--- src/rtl/inst_encoder_if.sv ---
// Request and instruction-memory write bus between a program source and inst_encoder.
// master drives abstract instruction requests; slave encodes them and writes the RAM.
interface inst_encoder_if #(
    parameter int ADDR_W = 8
) ();
    logic              start;
    logic              in_valid;
    logic              in_ready;
    logic [3:0]        in_kind;
    logic [4:0]        in_rs;
    logic [4:0]        in_rt;
    logic [4:0]        in_rd;
    logic [15:0]       in_imm;
    logic [25:0]       in_target;
    logic              in_last;
    logic              imem_we;
    logic [ADDR_W-1:0] imem_addr;
    logic [31:0]       imem_wdata;
    logic              busy;
    logic              done;
    logic              err;
    logic [ADDR_W:0]   count;

    modport master (
        output start, in_valid, in_kind, in_rs, in_rt, in_rd, in_imm, in_target, in_last,
        input  in_ready, imem_we, imem_addr, imem_wdata, busy, done, err, count
    );

    modport slave (
        input  start, in_valid, in_kind, in_rs, in_rt, in_rd, in_imm, in_target, in_last,
        output in_ready, imem_we, imem_addr, imem_wdata, busy, done, err, count
    );
endinterface

--- src/rtl/inst_encoder.sv ---
// Packs abstract MIPS instruction requests into 32-bit words and writes them
// to instruction RAM at consecutive word addresses starting from 0 on each start.
module inst_encoder #(
    parameter int ADDR_W = 8
) (
    input  logic           clk,
    input  logic           rst,
    inst_encoder_if.slave  bus
);
    typedef enum logic [1:0] {S_IDLE, S_LOAD, S_DONE, S_ERR} state_e;

    typedef enum logic [3:0] {
        K_ADD  = 4'd0,  K_SUB  = 4'd1,  K_AND  = 4'd2,  K_OR   = 4'd3,
        K_SLT  = 4'd4,  K_LW   = 4'd5,  K_SW   = 4'd6,  K_BEQ  = 4'd7,
        K_ADDI = 4'd8,  K_ANDI = 4'd9,  K_LUI  = 4'd10, K_J    = 4'd11
    } kind_e;

    localparam logic [5:0] OP_RTYPE = 6'b000000;
    localparam logic [5:0] OP_LW    = 6'b100011;
    localparam logic [5:0] OP_SW    = 6'b101011;
    localparam logic [5:0] OP_BEQ   = 6'b000100;
    localparam logic [5:0] OP_ADDI  = 6'b001000;
    localparam logic [5:0] OP_ANDI  = 6'b001100;
    localparam logic [5:0] OP_LUI   = 6'b001111;
    localparam logic [5:0] OP_J     = 6'b000010;

    localparam logic [5:0] FN_ADD   = 6'b100000;
    localparam logic [5:0] FN_SUB   = 6'b100010;
    localparam logic [5:0] FN_AND   = 6'b100100;
    localparam logic [5:0] FN_OR    = 6'b100101;
    localparam logic [5:0] FN_SLT   = 6'b101010;

    localparam logic [ADDR_W-1:0] PTR_MAX   = '1;
    localparam logic [ADDR_W:0]   COUNT_MAX = {1'b1, {ADDR_W{1'b0}}};

    state_e            state_q, state_d;
    logic [ADDR_W-1:0] ptr_q, ptr_d;
    logic [ADDR_W:0]   count_q, count_d;
    logic              we_q, we_d;
    logic [ADDR_W-1:0] addr_q, addr_d;
    logic [31:0]       wdata_q, wdata_d;
    logic              done_q, done_d;
    logic              err_q, err_d;

    logic              in_ready;
    logic              accept;
    logic [31:0]       enc_word;
    logic              enc_legal;

    assign in_ready = (state_q == S_LOAD) && !bus.start;
    assign accept   = bus.in_valid && in_ready;

    // Field packing; fields a format does not use stay zero whatever the inputs carry.
    always_comb begin
        // NOTE: every always_comb output gets a default first so no path can infer a latch.
        enc_word  = '0;
        enc_legal = 1'b1;
        case (bus.in_kind)
            K_ADD:  enc_word = {OP_RTYPE, bus.in_rs, bus.in_rt, bus.in_rd, 5'd0, FN_ADD};
            K_SUB:  enc_word = {OP_RTYPE, bus.in_rs, bus.in_rt, bus.in_rd, 5'd0, FN_SUB};
            K_AND:  enc_word = {OP_RTYPE, bus.in_rs, bus.in_rt, bus.in_rd, 5'd0, FN_AND};
            K_OR:   enc_word = {OP_RTYPE, bus.in_rs, bus.in_rt, bus.in_rd, 5'd0, FN_OR};
            K_SLT:  enc_word = {OP_RTYPE, bus.in_rs, bus.in_rt, bus.in_rd, 5'd0, FN_SLT};
            K_LW:   enc_word = {OP_LW,   bus.in_rs, bus.in_rt, bus.in_imm};
            K_SW:   enc_word = {OP_SW,   bus.in_rs, bus.in_rt, bus.in_imm};
            K_BEQ:  enc_word = {OP_BEQ,  bus.in_rs, bus.in_rt, bus.in_imm};
            K_ADDI: enc_word = {OP_ADDI, bus.in_rs, bus.in_rt, bus.in_imm};
            K_ANDI: enc_word = {OP_ANDI, bus.in_rs, bus.in_rt, bus.in_imm};
            K_LUI:  enc_word = {OP_LUI,  5'd0,      bus.in_rt, bus.in_imm};
            K_J:    enc_word = {OP_J,    bus.in_target};
            default: enc_legal = 1'b0;
        endcase
    end

    always_comb begin
        state_d = state_q;
        ptr_d   = ptr_q;
        count_d = count_q;
        we_d    = 1'b0;
        addr_d  = addr_q;
        wdata_d = wdata_q;
        done_d  = done_q;
        err_d   = err_q;

        // count follows the write strobe, so it lags the handshake by two edges
        if (we_q && count_q != COUNT_MAX) begin
            count_d = count_q + 1'b1;
        end

        if (bus.start) begin
            state_d = S_LOAD;
            ptr_d   = '0;
            count_d = '0;
            done_d  = 1'b0;
            err_d   = 1'b0;
        end else if (accept) begin
            if (!enc_legal) begin
                err_d   = 1'b1;
                state_d = S_ERR;
            end else begin
                we_d    = 1'b1;
                addr_d  = ptr_q;
                wdata_d = enc_word;
                if (ptr_q != PTR_MAX) begin
                    ptr_d = ptr_q + 1'b1;
                end
                if (bus.in_last) begin
                    done_d  = 1'b1;
                    state_d = S_DONE;
                end else if (ptr_q == PTR_MAX) begin
                    // RAM full but program not finished: keep what fits, flag overflow
                    done_d  = 1'b1;
                    err_d   = 1'b1;
                    state_d = S_DONE;
                end
            end
        end
    end

    always_ff @(posedge clk or posedge rst) begin
        // NOTE: sequential state uses non-blocking assignments so all flops update together.
        if (rst) begin
            state_q <= S_IDLE;
            ptr_q   <= '0;
            count_q <= '0;
            we_q    <= 1'b0;
            addr_q  <= '0;
            wdata_q <= '0;
            done_q  <= 1'b0;
            err_q   <= 1'b0;
        end else begin
            state_q <= state_d;
            ptr_q   <= ptr_d;
            count_q <= count_d;
            we_q    <= we_d;
            addr_q  <= addr_d;
            wdata_q <= wdata_d;
            done_q  <= done_d;
            err_q   <= err_d;
        end
    end

    assign bus.in_ready   = in_ready;
    assign bus.imem_we    = we_q;
    assign bus.imem_addr  = addr_q;
    assign bus.imem_wdata = wdata_q;
    assign bus.busy       = (state_q == S_LOAD);
    assign bus.done       = done_q;
    assign bus.err        = err_q;
    assign bus.count      = count_q;
endmodule
--- src/flat_wrapper.sv ---
// flat-port wrapper written by rule: the top's interface ports become plain ports
module inst_encoder_flat 
#(
    parameter int ADDR_W = 8
)
  (clk, rst, bus_start, bus_in_valid, bus_in_kind, bus_in_rs, bus_in_rt, bus_in_rd, bus_in_imm, bus_in_target, bus_in_last, bus_in_ready, bus_imem_we, bus_imem_addr, bus_imem_wdata, bus_busy, bus_done, bus_err, bus_count);
  inst_encoder_if #(.ADDR_W(ADDR_W)) bus_i ();
  input  logic clk;
  input  logic rst;
  input wire logic [$bits(bus_i.start)-1:0] bus_start;
  input wire logic [$bits(bus_i.in_valid)-1:0] bus_in_valid;
  input wire logic [$bits(bus_i.in_kind)-1:0] bus_in_kind;
  input wire logic [$bits(bus_i.in_rs)-1:0] bus_in_rs;
  input wire logic [$bits(bus_i.in_rt)-1:0] bus_in_rt;
  input wire logic [$bits(bus_i.in_rd)-1:0] bus_in_rd;
  input wire logic [$bits(bus_i.in_imm)-1:0] bus_in_imm;
  input wire logic [$bits(bus_i.in_target)-1:0] bus_in_target;
  input wire logic [$bits(bus_i.in_last)-1:0] bus_in_last;
  output wire logic [$bits(bus_i.in_ready)-1:0] bus_in_ready;
  output wire logic [$bits(bus_i.imem_we)-1:0] bus_imem_we;
  output wire logic [$bits(bus_i.imem_addr)-1:0] bus_imem_addr;
  output wire logic [$bits(bus_i.imem_wdata)-1:0] bus_imem_wdata;
  output wire logic [$bits(bus_i.busy)-1:0] bus_busy;
  output wire logic [$bits(bus_i.done)-1:0] bus_done;
  output wire logic [$bits(bus_i.err)-1:0] bus_err;
  output wire logic [$bits(bus_i.count)-1:0] bus_count;
  assign bus_i.start = bus_start;
  assign bus_i.in_valid = bus_in_valid;
  assign bus_i.in_kind = bus_in_kind;
  assign bus_i.in_rs = bus_in_rs;
  assign bus_i.in_rt = bus_in_rt;
  assign bus_i.in_rd = bus_in_rd;
  assign bus_i.in_imm = bus_in_imm;
  assign bus_i.in_target = bus_in_target;
  assign bus_i.in_last = bus_in_last;
  assign bus_in_ready = bus_i.in_ready;
  assign bus_imem_we = bus_i.imem_we;
  assign bus_imem_addr = bus_i.imem_addr;
  assign bus_imem_wdata = bus_i.imem_wdata;
  assign bus_busy = bus_i.busy;
  assign bus_done = bus_i.done;
  assign bus_err = bus_i.err;
  assign bus_count = bus_i.count;
  inst_encoder #(.ADDR_W(ADDR_W)) u_core (.clk(clk), .rst(rst), .bus(bus_i));
endmodule
--- config.mk ---
export PLATFORM = sky130hd
export DESIGN_NAME = inst_encoder_flat
export DESIGN_NICKNAME = d
export VERILOG_FILES = /design/src/rtl/inst_encoder_if.sv /design/src/rtl/inst_encoder.sv /design/src/flat_wrapper.sv
export SDC_FILE = /design/constraint.sdc
export NUM_CORES = 1
export LEC_CHECK = 0
export CELL_PAD_IN_SITES_DETAIL_PLACEMENT = 1
export CELL_PAD_IN_SITES_GLOBAL_PLACEMENT = 1
export CORE_MARGIN = 1
export CORE_UTILIZATION = 32
export DETAILED_ROUTE_END_ITERATION = 6
export PLACE_DENSITY_LB_ADDON = 0.3
export SETUP_SLACK_MARGIN = 0.3
export SLEW_MARGIN = 20
export SYNTH_ARGS = -nofsm -noshare
export SYNTH_HDL_FRONTEND = slang
export SYNTH_SLANG_ARGS = --single-unit
export TNS_END_PERCENT = 1
--- constraint.sdc ---
create_clock -name clk -period 2.3 [get_ports clk]
set_input_delay 0.46 -clock clk [delete_from_list [all_inputs] [get_ports clk]]
set_output_delay 0.46 -clock clk [all_outputs]
set_load 0.03 [all_outputs]
# After elaboration in Yosys (flattened, before gate mapping)
# Cells that the tools add are included.
[totals]
ff_bits = 62
out_inout_bits = 54
[op_classes]
n_eq_ne = 18
mux = 25
bitwise = 1
reduce_logical = 16
addsub = 2
[op_table]
columns = ["cell", "count"]
rows = [
  ["one-hot mux 32 bit (12 select lines)", 1],
  ["2-to-1 mux 8 bit", 4],
  ["2-to-1 mux 9 bit", 2],
  ["== test 4 x 3 -> 1 bit (second input constant)", 4],
  ["== test 4 bit (second input constant)", 4],
  ["2-to-1 mux 1 bit", 13],
  ["AND reduction 3 bit", 4],
  ["OR reduction 12 bit", 1],
  ["2-to-1 mux 2 bit", 5],
  ["adder 9 x 1 -> 9 bit (second input constant)", 1],
  ["inequality test 9 bit (second input constant)", 1],
  ["adder 8 x 1 -> 8 bit (second input constant)", 1],
  ["== test 4 x 2 -> 1 bit (second input constant)", 2],
  ["== test 8 bit (second input constant)", 1],
  ["inequality test 8 bit (second input constant)", 1],
  ["nonzero test 2 bit", 4],
  ["inequality test 3 bit (second input constant)", 2],
  ["== test 4 x 1 -> 1 bit (second input constant)", 1],
  ["zero test 4 bit", 1],
  ["inequality test 4 bit (second input constant)", 1],
  ["logical AND 1 bit", 3],
  ["nonzero test 3 bit", 1],
  ["== test 2 x 1 -> 1 bit (second input constant)", 1],
  ["AND reduction 2 bit", 1],
  ["other kinds (2)", 2],
]

# Logic depth before layout (Yosys ltp)
[logic_depth]
depth_word = 6
depth_mapped = 8
depth_no_buf = 6

# Least setup slack after synthesis
# Ideal clock, no wire load.
[synth_timing]
kind = "reg2reg"
startpoint = "register u_core.state_q[1]"
endpoint = "register u_core.wdata_q[31], in the netlist u_core.bus.imem_wdata[31]"
path_buffers = 0
path_slack_ns = 0.358
arrival_ns = 1.846
path_stages_with_launch = 5
setup_ns = 0.096
synth_period_minus_slack_ns = 1.942
required_ns = 2.204
cell_sequence = "dfrtp_1 > and2b_1 > nor2b_1 > nand2_1 > o31ai_1"
[synth_between]
elab_chain_cells = 4
[synth_lines]
columns = ["element", "line_no", "rtl"]
rows = [
  ["from (decl)", "inst_encoder.sv:36", "state_e state_q, state_d;"],
  ["from (signal assigned)", "inst_encoder.sv:132", "state_q <= state_d;"],
  ["== test 2 x 1 -> 1 bit", "n/a", ""],
  ["net bus_busy", "flat_wrapper.sv:23", "output wire logic [$bits(bus_i.busy)-1:0] bus_busy;"],
  ["logical AND 1 bit", "inst_encoder.sv:50", "assign in_ready = (state_q == S_LOAD) && !bus.start;"],
  ["net bus_in_ready", "flat_wrapper.sv:19", "output wire logic [$bits(bus_i.in_ready)-1:0] bus_in_ready;"],
  ["logical AND 1 bit", "inst_encoder.sv:51", "assign accept = bus.in_valid && in_ready;"],
  ["AND reduction 3 bit (no line)", "n/a", ""],
  ["to (signal assigned)", "inst_encoder.sv:137", "wdata_q <= wdata_d;"],
  ["to (decl)", "inst_encoder.sv:41", "logic [31:0] wdata_q, wdata_d;"],
]
# The timed path passes the listed nets, and every way through them passes these cells.
# A chain may end at the register's enable or synchronous reset.

# Worst setup path after layout
[layout_timing]
startpoint = "register u_core.count_q[3], in the netlist u_core.bus.count[3]"
endpoint = "output bus_count[3]"
[layout_rtl]
columns = ["element", "line_no", "rtl"]
rows = [
  ["from (decl)", "inst_encoder.sv:38", "logic [ADDR_W:0] count_q, count_d;"],
  ["from (signal assigned)", "inst_encoder.sv:134", "count_q <= count_d;"],
  ["to (decl)", "flat_wrapper.sv:26", "output wire logic [$bits(bus_i.count)-1:0] bus_count;"],
]
# No word-level cell between the ends.

==> reports/metrics.csv <==
metric,value,unit
track_usage,20.7,%
core,0.00933,mm²
min_period,1.98,ns
post_cts_setup_buffer_count,0,
worst-endpoint-arrival,1.52,ns
critical-path-max-stage-delay,0.72,ns
worst_setup_path_end_kind,primary output,
outcome,completed,
synth_simple_gate_area_share,22.1,%
route.detailed.vias_per_inst,5.06,
drt_first_iter_violations,137,
syn_area,0.00311,mm²
numClockSinks,61,
critical_path_peak_fanout,6,
worst_ir_drop_vdd,0.000303,V
detailed_router_iteration_count_before_antenna_repair,4,
critical_path_depth,1,
startpoint,u_core.bus.count[3],
startpoint_type,flip-flop,
final_hold_violating_endpoints,0,
clock_tree.root_cell,sky130_fd_sc_hd__clkbuf_8,
fmaxAchievable,0.506,GHz
number_of_enable_type_register_cells_in_the_synthesized_netlist,0,
yosysTopAreaCellShare,49.0,%
floorplan.initialDensity,33.4,%
yosys.cell_types.count,52,
setup_slack,0.324,ns
leakagePower,1.99,nW
ys.flop_type,sky130_fd_sc_hd__dfrtp_1,
synth_top_cell_by_area,sky130_fd_sc_hd__dfrtp_1,
post_synth_mux_area_share,2.01,%
crit_family,buffers and inverters,
r2r_end,u_core.ptr_q[5],
cts_inserted_buffers,9,
setup_violations,0,
clock_tree.buffer_depth,2,
maxSlewHeadroom,47.6,%
critPathBufInv,1,
clock_skew,0.00854,ns
synth-compound-area-share,18.9,%
synthCells,342,
num_io_pins,120,
fp.dieArea,0.0101,mm²
insertedDiodeCount,0,
crit_chain,clkdlybuf4s50_1,
placed_cell_area,0.00450,mm²
die_y,101,µm
endpoint,bus_count[3],
post_drt_wl_per_cell,16.9,µm
grt_pass1_vias,3128,
clkSlewWorstSetupHoldPaths,0.07,ns
post-dp-hpwl,7.41,mm
maxSlewViolCount,0,
remaining_drc_errors,0,
core.rowCount,35,
clk_latency,0.34,ns
ys_warn_count,0,
critical_path_required,1.84,ns
drtAntennaViolNets,0,
synth_seq_cells,61,
wire_length_of_the_first_global_routing_pass,16.1,mm
worst_r2r_startpoint,u_core.ptr_q[0],
critical_path_class,flip-flop to primary output,
detailedPlace.worstSlack,0.0202,ns
dr_total_vias,3038,
async_flop_share,100,%
drt_wl_total,10.1,mm
area_growth,52.4,%
routabilityCongestion,0.787,
antenna_found_initial,0,
die_w,101,µm
combinational_family_with_the_most_area_after_synthesis,simple AND/OR/NAND/NOR gates,
post_synth.cell_area_avg,9.11,µm²
maxCapViolations,0,
p_total,3.71,mW
io_buffers,118,
grt_start_max_net_pins,62,
synth.yosys.seq_area_share,49.0,%
tns,0,ns
layout-drive-gt1-share,9.55,%
yosys-top-cells-area,"sky130_fd_sc_hd__dfrtp_1 49%, sky130_fd_sc_hd__nor2_1 6.6%, sky130_fd_sc_hd__nand2_1 6.3%, sky130_fd_sc_hd__a221oi_1 5.9%, sky130_fd_sc_hd__a21oi_1 3.5%",
final_cell_area,0.00475,mm²
synthesis.nets,411,
cts-htree-levels,3,
finalNetCount,535,
tightestPinTransition,0.778,ns
r2r_cell_count,5,
synth_area_in_xor_xnor,2.25,%
tritoncts,done,
place_inst,584,
grt_residual_overflow,0,
worst-r2r-setup-slack,0.37,ns
power_density,781,mW/mm²
number_of_standard_cells_in_the_layout_taps_in_and_fillers_out,600,
rsz0062_at_grt,true,
area_share_of_fa_ha_maj_cells_after_synthesis,1.21,%
layout.filler_cells,1074,
cpMaxStageDelayCell,sky130_fd_sc_hd__clkdlybuf4s50_1,
hp-class,flip-flop to flip-flop,
period_share,85.9,%
## worst min path at each step
stage	from	endpoint	slack [ns]	depth (start not counted)
final	u_core.bus.imem_addr[1]	u_core.bus.imem_addr[1]	0.49	2
after global routing	u_core.bus.imem_addr[5]	u_core.bus.imem_addr[5]	0.50	2
after CTS	u_core.bus.imem_addr[1]	u_core.bus.imem_addr[1]	0.49	2
after detailed placement	u_core.bus.imem_addr[1]	u_core.bus.imem_addr[1]	0.47	2
after global placement	u_core.bus.imem_addr[5]	u_core.bus.imem_addr[5]	0.46	2
after floorplan	u_core.state_q[0]	u_core.state_q[0]	0.46	1
## cells in the final DEF (no fill, tap or decap), types with 7 or more instances in the layout
master / Yosys / layout
sky130_fd_sc_hd__nand2_1: 52 / 52
sky130_fd_sc_hd__nor2b_1: 8 / 7
sky130_fd_sc_hd__clkbuf_8: 0 / 13
sky130_fd_sc_hd__nor2_1: 55 / 55
sky130_fd_sc_hd__buf_4: 2 / 15
sky130_fd_sc_hd__clkdlybuf4s50_1: 0 / 115
sky130_fd_sc_hd__o21ai_0: 10 / 10
sky130_fd_sc_hd__a21oi_1: 22 / 22
sky130_fd_sc_hd__dfrtp_1: 61 / 61
sky130_fd_sc_hd__nand2b_1: 7 / 7
sky130_fd_sc_hd__inv_1: 9 / 8
sky130_fd_sc_hd__a221oi_1: 21 / 21
## per-stage QoR
| step | hold slack [ns] | util (%) |
|---|---|---|
| floorplan | 0.458 | - |
| global placement | 0.462 | 48.2 |
| detailed placement | 0.471 | 48.2 |
| CTS | 0.493 | 50.8 |
| global route | 0.503 | 50.9 |
| finish | 0.485 | 50.9 |
## Yosys cell counts, types with 5 or more instances
library cell	number
sky130_fd_sc_hd__nor2b_1	8
sky130_fd_sc_hd__nand4_1	5
sky130_fd_sc_hd__a21oi_1	22
sky130_fd_sc_hd__clkbuf_1	8
sky130_fd_sc_hd__buf_2	11
sky130_fd_sc_hd__nor2_1	55
sky130_fd_sc_hd__inv_1	9
sky130_fd_sc_hd__o21ai_0	10
sky130_fd_sc_hd__xor2_1	5
sky130_fd_sc_hd__nand2_1	52
sky130_fd_sc_hd__nand2b_1	7
sky130_fd_sc_hd__a221oi_1	21
sky130_fd_sc_hd__dfrtp_1	61
## state kept, by name (all words and copies together), names as in the netlist
register,flops
u_core.bus.count,9
u_core.bus.done,1
u_core.bus.err,1
u_core.bus.imem_addr,8
u_core.bus.imem_wdata,31
u_core.bus.imem_we,1
u_core.ptr_q,8
u_core.state_q,2
## per-layer routing
layer / wire [µm] / vias to the layer above / GRT usage [%]
met1: 4290 / 1501 / 25.4
met5: 0 / - / 0
met3: 315 / 11 / 3.81
met2: 5340 / 70 / 36.8
li1: - / 1456 / -
met4: 173 / 0 / 6.35
## report_power, final
part	switching, mW	internal [mW]
clock network	0.426	0.727
registers	0.106	1.24
logic	0.677	0.526
## layout make-up
class | count | area (µm²) | area share (%)
well taps | 129 | 161 | 3.40
multi-input cells | 250 | 1450 | 30.6
clock inverters | 3 | 65.1 | 1.37
repair buffers | 134 | 1330 | 27.9
flip-flops and latches | 61 | 1530 | 32.2
clock buffers | 13 | 179 | 3.77
inverters | 10 | 37.5 | 0.791
## logic make-up (layout without fill, tap and decap cells)
| family | count (synthesis) | in the layout |
|---|---|---|
| buffers and inverters | 31 | 160 |
| AOI/OAI and AO/OA | 81 | 81 |
| muxes | 6 | 6 |
| DFF | 61 | 61 |
| and+or+nand+nor | 151 | 151 |
| xor gates and xnor gates | 8 | 8 |
| other | 1 | 1 |
| adders and majority gates | 3 | 3 |
## repair_timing
item / in CTS / in global routing
gates cloned: 0 / 0
gates resized for setup: 1 / 2
hold buffers: 0 / 0
endpoints found under the setup margin: 3 / 9
Note: power is estimated with default switching activity, not from simulation.
